**src/rtl/uart_dpram_ctrl.sv**
```systemverilog
// -----------------------------------------------------------------------------
// uart_dpram_ctrl
//
// Sequencer for the dual-port RAM in the UART loopback path.
//  - Write side: every accepted Rx_done writes Rx_data to RAM port A at the
//    next free address. The address never wraps, and the buffer saturates
//    when it is full.
//  - Read side: a Key_flag with a non-empty buffer starts a dump. Every byte
//    stored at that moment is read through port B and handed to the UART
//    transmitter. Each byte waits for the transmitter's Tx_done.
//
// Optional build macro: UART_DPRAM_CTRL_AUTOCLR_EN
//   When it is defined, received bytes are dropped while a dump is busy, and
//   the buffer empties (Count -> 0) when a dump completes.
//
// Parameters:
//   ADDR_W  RAM address width, depth = 2**ADDR_W
//   RD_LAT  port-B latency from Ram_rdaddr to valid Ram_q (1..3)
//
// Ports:
//   Clk, Rst                          clock, async active-high reset
//   Rx_done, Rx_data                  received byte strobe and data
//   Key_flag                          debounced key press pulse
//   Ram_wren/Ram_wraddr/Ram_wrdata    RAM port A write
//   Ram_rdaddr, Ram_q                 RAM port B read
//   Tx_en, Tx_data, Tx_done           transmitter handshake
//   Count, Full                       stored byte count, buffer full
//   Busy, Dump_done                   dump in progress, dump finished pulse
// -----------------------------------------------------------------------------
module uart_dpram_ctrl #(
    parameter int ADDR_W = 8,
    parameter int RD_LAT = 2
) (
    input  logic              Clk,
    input  logic              Rst,
    input  logic              Rx_done,
    input  logic [7:0]        Rx_data,
    input  logic              Key_flag,
    output logic              Ram_wren,
    output logic [ADDR_W-1:0] Ram_wraddr,
    output logic [7:0]        Ram_wrdata,
    output logic [ADDR_W-1:0] Ram_rdaddr,
    input  logic [7:0]        Ram_q,
    output logic              Tx_en,
    output logic [7:0]        Tx_data,
    input  logic              Tx_done,
    output logic [ADDR_W:0]   Count,
    output logic              Full,
    output logic              Busy,
    output logic              Dump_done
);

    localparam logic [ADDR_W:0] ZERO_W   = {(ADDR_W+1){1'b0}};
    localparam logic [ADDR_W:0] ONE_W    = {{ADDR_W{1'b0}}, 1'b1};
    localparam logic [ADDR_W:0] DEPTH_M1 = {1'b0, {ADDR_W{1'b1}}};
    // WAIT covers RD_LAT-1 cycles; the counter runs 0..RD_LAT-2.
    localparam logic [1:0]      WAIT_LAST = (RD_LAT > 2) ? 2'(RD_LAT - 2) : 2'd0;

    typedef enum logic [2:0] {
        IDLE = 3'd0,
        ADDR = 3'd1,
        WAIT = 3'd2,
        SEND = 3'd3,
        HOLD = 3'd4
    } state_t;

    state_t            state_q;
    logic [ADDR_W-1:0] rd_ptr_q;
    logic [ADDR_W:0]   len_q;
    logic [1:0]        wait_cnt_q;
    logic              tx_en_q;
    logic [7:0]        tx_data_q;
    logic              dump_done_q;

    logic [ADDR_W:0]   count_q, count_d;
    logic              full_q, full_d;
    logic              wren_q, wren_d;
    logic [ADDR_W-1:0] wraddr_q, wraddr_d;
    logic [7:0]        wrdata_q, wrdata_d;

    logic [ADDR_W:0]   next_ptr_s;
    logic              last_s;
    logic              accept_s;
    logic              clear_s;

    // The byte in HOLD is the last one when rd_ptr+1 reaches the latched length.
    assign next_ptr_s = {1'b0, rd_ptr_q} + ONE_W;
    assign last_s     = (next_ptr_s >= len_q);

`ifdef UART_DPRAM_CTRL_AUTOCLR_EN
    // The clear fires on the edge that raises Dump_done. A byte that arrives in
    // that cycle is already being dropped because the dump is still busy.
    assign accept_s = Rx_done && !full_q && (state_q == IDLE);
    assign clear_s  = (state_q == HOLD) && Tx_done && last_s;
`else
    assign accept_s = Rx_done && !full_q;
    assign clear_s  = 1'b0;
`endif

    // Write-side next state: one-cycle write strobe, and the count is also the write pointer.
    always_comb begin
        count_d  = count_q;
        full_d   = full_q;
        wren_d   = 1'b0;
        wraddr_d = wraddr_q;
        wrdata_d = wrdata_q;
        if (clear_s) begin
            count_d = ZERO_W;
            full_d  = 1'b0;
        end else if (accept_s) begin
            wren_d   = 1'b1;
            wraddr_d = count_q[ADDR_W-1:0];
            wrdata_d = Rx_data;
            count_d  = count_q + ONE_W;
            full_d   = (count_q == DEPTH_M1);
        end else begin
            count_d = count_q;
        end
    end

    // Write-side registers.
    always_ff @(posedge Clk or posedge Rst) begin
        if (Rst) begin
            count_q  <= ZERO_W;
            full_q   <= 1'b0;
            wren_q   <= 1'b0;
            wraddr_q <= {ADDR_W{1'b0}};
            wrdata_q <= 8'h00;
        end else begin
            count_q  <= count_d;
            full_q   <= full_d;
            wren_q   <= wren_d;
            wraddr_q <= wraddr_d;
            wrdata_q <= wrdata_d;
        end
    end

    // Dump sequencer: the address is registered when ADDR is entered, so it
    // is on the RAM during ADDR, and it holds until the next byte.
    always_ff @(posedge Clk or posedge Rst) begin
        if (Rst) begin
            state_q     <= IDLE;
            rd_ptr_q    <= {ADDR_W{1'b0}};
            len_q       <= ZERO_W;
            wait_cnt_q  <= 2'd0;
            tx_en_q     <= 1'b0;
            tx_data_q   <= 8'h00;
            dump_done_q <= 1'b0;
        end else begin
            tx_en_q     <= 1'b0;
            dump_done_q <= 1'b0;
            case (state_q)
                IDLE: begin
                    if (Key_flag && (count_q != ZERO_W)) begin
                        len_q    <= count_q;
                        rd_ptr_q <= {ADDR_W{1'b0}};
                        state_q  <= ADDR;
                    end
                end
                ADDR: begin
                    wait_cnt_q <= 2'd0;
                    if (RD_LAT == 1) begin
                        tx_en_q <= 1'b1;
                        state_q <= SEND;
                    end else begin
                        state_q <= WAIT;
                    end
                end
                WAIT: begin
                    if (wait_cnt_q == WAIT_LAST) begin
                        tx_en_q <= 1'b1;
                        state_q <= SEND;
                    end else begin
                        wait_cnt_q <= wait_cnt_q + 2'd1;
                    end
                end
                SEND: begin
                    // Tx_data keeps this byte until the next SEND.
                    tx_data_q <= Ram_q;
                    state_q   <= HOLD;
                end
                HOLD: begin
                    if (Tx_done) begin
                        if (!last_s) begin
                            rd_ptr_q <= next_ptr_s[ADDR_W-1:0];
                            state_q  <= ADDR;
                        end else begin
                            dump_done_q <= 1'b1;
                            state_q     <= IDLE;
                        end
                    end
                end
                default: begin
                    state_q <= IDLE;
                end
            endcase
        end
    end

    assign Ram_wren   = wren_q;
    assign Ram_wraddr = wraddr_q;
    assign Ram_wrdata = wrdata_q;
    assign Ram_rdaddr = rd_ptr_q;
    assign Count      = count_q;
    assign Full       = full_q;
    assign Busy       = (state_q != IDLE);
    assign Tx_en      = tx_en_q;
    assign Dump_done  = dump_done_q;
    // Ram_q is valid only in the cycle where Tx_en is high. It is passed
    // through in that cycle and held from the register after it.
    assign Tx_data    = (state_q == SEND) ? Ram_q : tx_data_q;

endmodule

```
**config.mk**
```make
export PLATFORM = sky130hd
export DESIGN_NAME = uart_dpram_ctrl
export DESIGN_NICKNAME = d
export VERILOG_FILES = /design/src/rtl/uart_dpram_ctrl.sv
export SDC_FILE = /design/constraint.sdc
export NUM_CORES = 1
export LEC_CHECK = 0
export CORE_MARGIN = 3
export CORE_UTILIZATION = 45
export CTS_CLUSTER_DIAMETER = 80
export CTS_CLUSTER_SIZE = 12
export DETAILED_ROUTE_END_ITERATION = 8
export PLACE_DENSITY = 0.73
export SETUP_SLACK_MARGIN = 0.1
export SLEW_MARGIN = 0
export SYNTH_ARGS = -nofsm -noshare
export SYNTH_HDL_FRONTEND = slang
export SYNTH_SLANG_ARGS = --single-unit
```
**constraint.sdc**
```tcl
create_clock -name Clk -period 3.9 [get_ports Clk]
set_clock_uncertainty 0.15 [all_clocks]
set_input_delay 0.975 -clock Clk [delete_from_list [all_inputs] [get_ports Clk]]
set_output_delay 0.975 -clock Clk [all_outputs]
set_load 0.1 [all_outputs]
```
Yosys cells after proc, flatten, opt, wreduce, memory -nomap -nowiden
Cells that the tools add are included.
{ "word_totals": {"memories": 0, "ram_bits": 0, "out_inout_bits": 46, "latchBits": 0, "rom_bits": 0, "reg_bits": 59} }
{ "classes": {"multipliers": 0, "reduce_logical": 13, "addsub": 3, "mux": 18, "div_mod_pow": 0, "n_bitwise": 0, "n_eq_ne": 10, "magnitude_cmp": 1, "shifts": 0} }
{ "ops": {"columns": ["operator", "n"], "rows": [
  ["two-way mux 8 bit", 4],
  ["one-hot mux 8 bit (2 select lines)", 1],
  ["one-hot mux 3 bit (5 select lines)", 1],
  ["inequality test 2 bit (second input constant)", 5],
  ["adder 8 x 1 -> 9 bit (second input constant)", 1],
  ["adder 9 x 1 -> 9 bit (second input constant)", 1],
  ["== test 9 x 8 -> 1 bit (second input constant)", 1],
  [">= comparator 9 bit", 1],
  ["two-way mux 3 bit", 3],
  ["nonzero test 9 bit", 1],
  ["two-way mux 1 bit", 7],
  ["== test 3 x 2 -> 1 bit (second input constant)", 2],
  ["one-hot mux 2 bit (2 select lines)", 1],
  ["AND reduction 2 bit", 2],
  ["AND reduction 4 bit", 1],
  ["nonzero test 2 bit", 2],
  ["== test 3 x 1 -> 1 bit (second input constant)", 1],
  ["== test 3 bit (second input constant)", 1],
  ["zero test 3 bit", 1],
  ["AND reduction 3 bit", 1],
  ["nonzero test 3 bit", 1],
  ["adder 2 x 1 -> 2 bit (second input constant)", 1],
  ["logical AND 1 bit", 2],
  ["zero test 2 bit", 1],
  ["2 further kinds", 2]
]} }

Longest topological paths before layout
{ "logic_depth": {"ltp_word": 5, "ltp_mapped": 11} }

Least setup slack after synthesis
OpenSTA, ideal clock, no wires.
{ "synth_path": {"path_type": "reg-to-reg", "startpoint": "register rd_ptr_q[0] (netlist: Ram_rdaddr[0])", "endpoint": "register rd_ptr_q[2] (netlist: Ram_rdaddr[2])", "required_time_ns": 3.626, "arrival_ns": 3.283, "stages_incl_launch_ff": 12, "setup_ns": 0.124, "setup_slack_ns": 0.343, "n_path_buf": 0, "path_cell_list": "dfrtp_1 > ha_1 > nand3_1 > inv_1 > nand3_1 > xnor2_1 > ha_1 > and4_1 > nand2_1 > o211ai_1 > nor3_1 > a211o_1"} }
{ "synth_between": {"elab_chain_cells": 4, "word_cells_on_any_way": 7, "classes_between": "1 x add/sub; 1 x order compare; 1 x eq/ne; 3 x mux; 1 x reduce/logical"} }
{ "synth_rtl": {"columns": ["item", "line_no", "text"], "rows": [
  ["from (decl)", "68", "logic [ADDR_W-1:0] rd_ptr_q;"],
  ["from (signal assigned)", "143", "rd_ptr_q <= {ADDR_W{1'b0}};"],
  ["from (signal assigned)", "156", "rd_ptr_q <= {ADDR_W{1'b0}};"],
  ["from (signal assigned)", "185", "rd_ptr_q <= next_ptr_s[ADDR_W-1:0];"],
  ["adder 8 x 1 -> 9 bit *", "87", "assign next_ptr_s = {1'b0, rd_ptr_q} + ONE_W;"],
  [">= comparator 9 bit / two-way mux 8 bit (equally long branches)", "88, 184", null],
  ["inequality test 2 bit (no line) / two-way mux 8 bit (equally long branches)", null, null],
  ["AND reduction 4 bit (no line) / one-hot mux 8 bit (2 select lines) (equally long branches)", null, null]
]} }
Every way passes the cells marked *; elsewhere a longest branch is shown, timed or not. The select of a mux whose other input is x is not followed.
A chain may end at the register's enable or synchronous reset.

Final worst setup path
{ "layout_path": {"startpoint": "register state_q[2]", "endpoint": "output Tx_data[7]"} }
{ "layout_between": {"elab_chain_cells": 2} }
{ "layout_rtl": {"columns": ["item", "line_no", "text"], "rows": [
  ["from (decl)", "67", "state_t state_q;"],
  ["from (signal assigned)", "142", "state_q <= IDLE;"],
  ["from (signal assigned)", "157", "state_q <= ADDR;"],
  ["from (signal assigned)", "164", "state_q <= SEND;"],
  ["== test 3 x 2 -> 1 bit", "211", "assign Tx_data = (state_q == SEND) ? Ram_q : tx_data_q;"],
  ["two-way mux 8 bit", null, null],
  ["to (decl)", "45", "output logic [7:0] Tx_data,"]
]} }
No other way between the ends.

==> results.yml <==
routing:
  drt-total-wl_mm: 5.98
  post_drt_wl_per_cell_um: 14.8
  drt_iter0_drc: 112
  drt_pass1_iterations: 4
  drc: 0
  via_per_inst: 5.26
  vias: 2131
  antenna_left: 0
logic_synthesis:
  netlist-cell-type-count: 40
  yosys_warnings: 0
  syn_avg_cell_area_um2: 11.1
  synth-edff-count: 0
  postSynthCellCount: 256
  syn_nets: 291
  yosysSeqAreaShare: 0.519
  async_flop_share: 1.00
  synth.ff_latch_count: 59
  ys.flop_type: "dfrtp_1"
  netlist_area_mm2: 0.00284
place:
  dp_hpwl_mm: 4.31
  io_buffers: 66
  gp_congestion: 0.771
sta:
  setup_viol: 0
  max_slew_margin: 0.340
  slew_viol_final: 0
  fmax_mhz: 299
  period_share: 0.859
  tns_ns: 0
  worst_pin_slew_ns: 0.987
  rsz0062_at_grt: "no"
  hold_viol: 0
  period_needed_ns: 3.35
layout:
  n_antenna_cell: 0
  nNetsFinal: 362
  drive_above_1_share: 0.233
  area_growth_pct: 29.8
  fillCellCount: 525
clock_tree:
  clock_latency_ns: 0.33
  clockBufferDepth: 2
  cts-resized-gates: 0
  cts_tree: "yes"
  cts_setup_buffers: 0
  cts_buffers: 9
  clk_pin_slew_ns: 0.06
  cts.sinks: 59
  ctsHoldBuffers: 0
  cts_root_buffer: "clkbuf_8"
  cts-htree-levels: 3
die:
  core_mm2: 0.00603
  die_w_um: 85.5
  initial_core_util: 0.472
  die-area_mm2: 0.00731
  die_y_um: 85.5
  io_pins: 67
  rows: 28
grt:
  grt_max_degree: 34
  grt_pass1_wl_mm: 10.4
  grtUsageTotal: 0.182
  antenna_found_initial: 0
  grt_pass1_vias: 2193
  grt-ovfl-total: 0
setup_path:
  cp.arrival_ns: 2.22
  cp.required_ns: 2.77
  startpoint_type: "flip-flop"
  path_class: "reg -> out"
  critPathMaxFanout: 18
  crit_path_end_kind: "output pin"
run:
  drv_cap: 0
outcome:
  status: "finished, final reports clean"
worst_hold_path:
  hp-class: "reg -> reg"
synth_stat cells, types with 3 or more instances:
cell type	n	area share
a21oi_1	7	0.012
o21ai_0	13	0.023
clkbuf_1	8	0.011
mux2_2	25	0.099
o211ai_1	4	0.011
nand4_1	3	0.0066
xor2_1	3	0.0092
nor2_1	12	0.016
nand3_1	11	0.019
ha_1	14	0.062
nand2_1	31	0.041
dfrtp_1	59	0.52
inv_1	19	0.025
a2bb2oi_1	3	0.0092
xnor2_1	11	0.034
cell families (layout without fill, tap and decap cells):
family / Yosys count / in the layout / share of synthesized area
flops: 59 / 59 / 0.519
buf+inv: 29 / 103 / 0.0436
simple gates: 73 / 73 / 0.127
xor+xnor: 14 / 14 / 0.0431
fa+ha+maj: 14 / 14 / 0.0616
mux: 25 / 25 / 0.0990
compound gates: 42 / 42 / 0.106
registers in the layout (all words and copies together) (netlist names), 2 cells and up:
signal	cells
wait_cnt_q	2
Count	9
Ram_wrdata	8
Ram_rdaddr	8
tx_data_q	8
Ram_wraddr	8
len_q	9
state_q	3
per-layer routing:
| layer | global-route usage | vias to the layer above | share of wire |
|---|---|---|---|
| met1 | 0.224 | 1035 | 0.43 |
| met2 | 0.287 | 56 | 0.48 |
| met5 | 0 | - | 0 |
| li1 | - | 1037 | - |
| met3 | 0.0845 | 3 | 0.086 |
| met4 | 0.0547 | 0 | 0.0054 |
cell type report:
type                       instances  area (um^2)  share of cell area
multi-input combinational        168         1250               0.338
clock buffer                      11          141              0.0383
sequential                        59         1480               0.400
timing repair buffer              70          623               0.169
inverter                          19         71.3              0.0193
tap                               75         93.8              0.0254
clock inverter                     3         40.0              0.0108
worst paths after layout:
path	cells past startpoint	to	slack, ns	start
worst max-delay path	4	Tx_data[7]	0.55	state_q[2]
worst min-delay path	2	wait_cnt_q[0]	0.34	wait_cnt_q[0]
worst max register to register	11	Ram_rdaddr[2]	0.79	Ram_rdaddr[0]
worst min register to register	2	wait_cnt_q[0]	0.34	wait_cnt_q[0]
max in group asynchronous	3	tx_data_q[4]	1.99	Rst
min in group asynchronous	2	state_q[1]	0.93	Rst
layout by cell type, fill, tap and decap left out, drive strengths merged, types with 2 or more instances in the layout:
master / count
a211o: 2
a211oi: 2
a21o: 2
a21oi: 7
a2bb2oi: 3
and3: 2
buf: 31
clkbuf: 11
clkdlybuf4s50: 39
clkinv: 2
dfrtp: 59
ha: 14
inv: 19
mux2: 25
nand2: 31
nand2b: 2
nand3: 11
nand4: 3
nor2: 12
nor2b: 2
nor3: 2
o211ai: 4
o21ai: 15
or4: 2
xnor2: 11
xor2: 3
worst max-delay path, stage by stage, from the launching register on:
cell     delay, ns
dfrtp_1       0.69
inv_1         0.18
nand3_1       0.36
mux2_2        0.41
buf_4         0.24
stage by stage:
step	setup WS (ns)	util	cell area, um^2	hold WS, ns	cells
2_1_floorplan	0.343	-	2840	0.298	256
3_3_place_gp	0.885	0.583	3510	0.316	391
3_5_place_dp	0.817	0.583	3510	0.330	391
4_1_cts	0.518	0.613	3690	0.344	405
5_1_grt	0.378	0.613	3690	0.365	405
6_report	0.552	0.613	3690	0.344	405
Power is left out: the tool's default activity adds up to more than one toggle a clock period on the data nets, which glitch-free logic cannot reach.
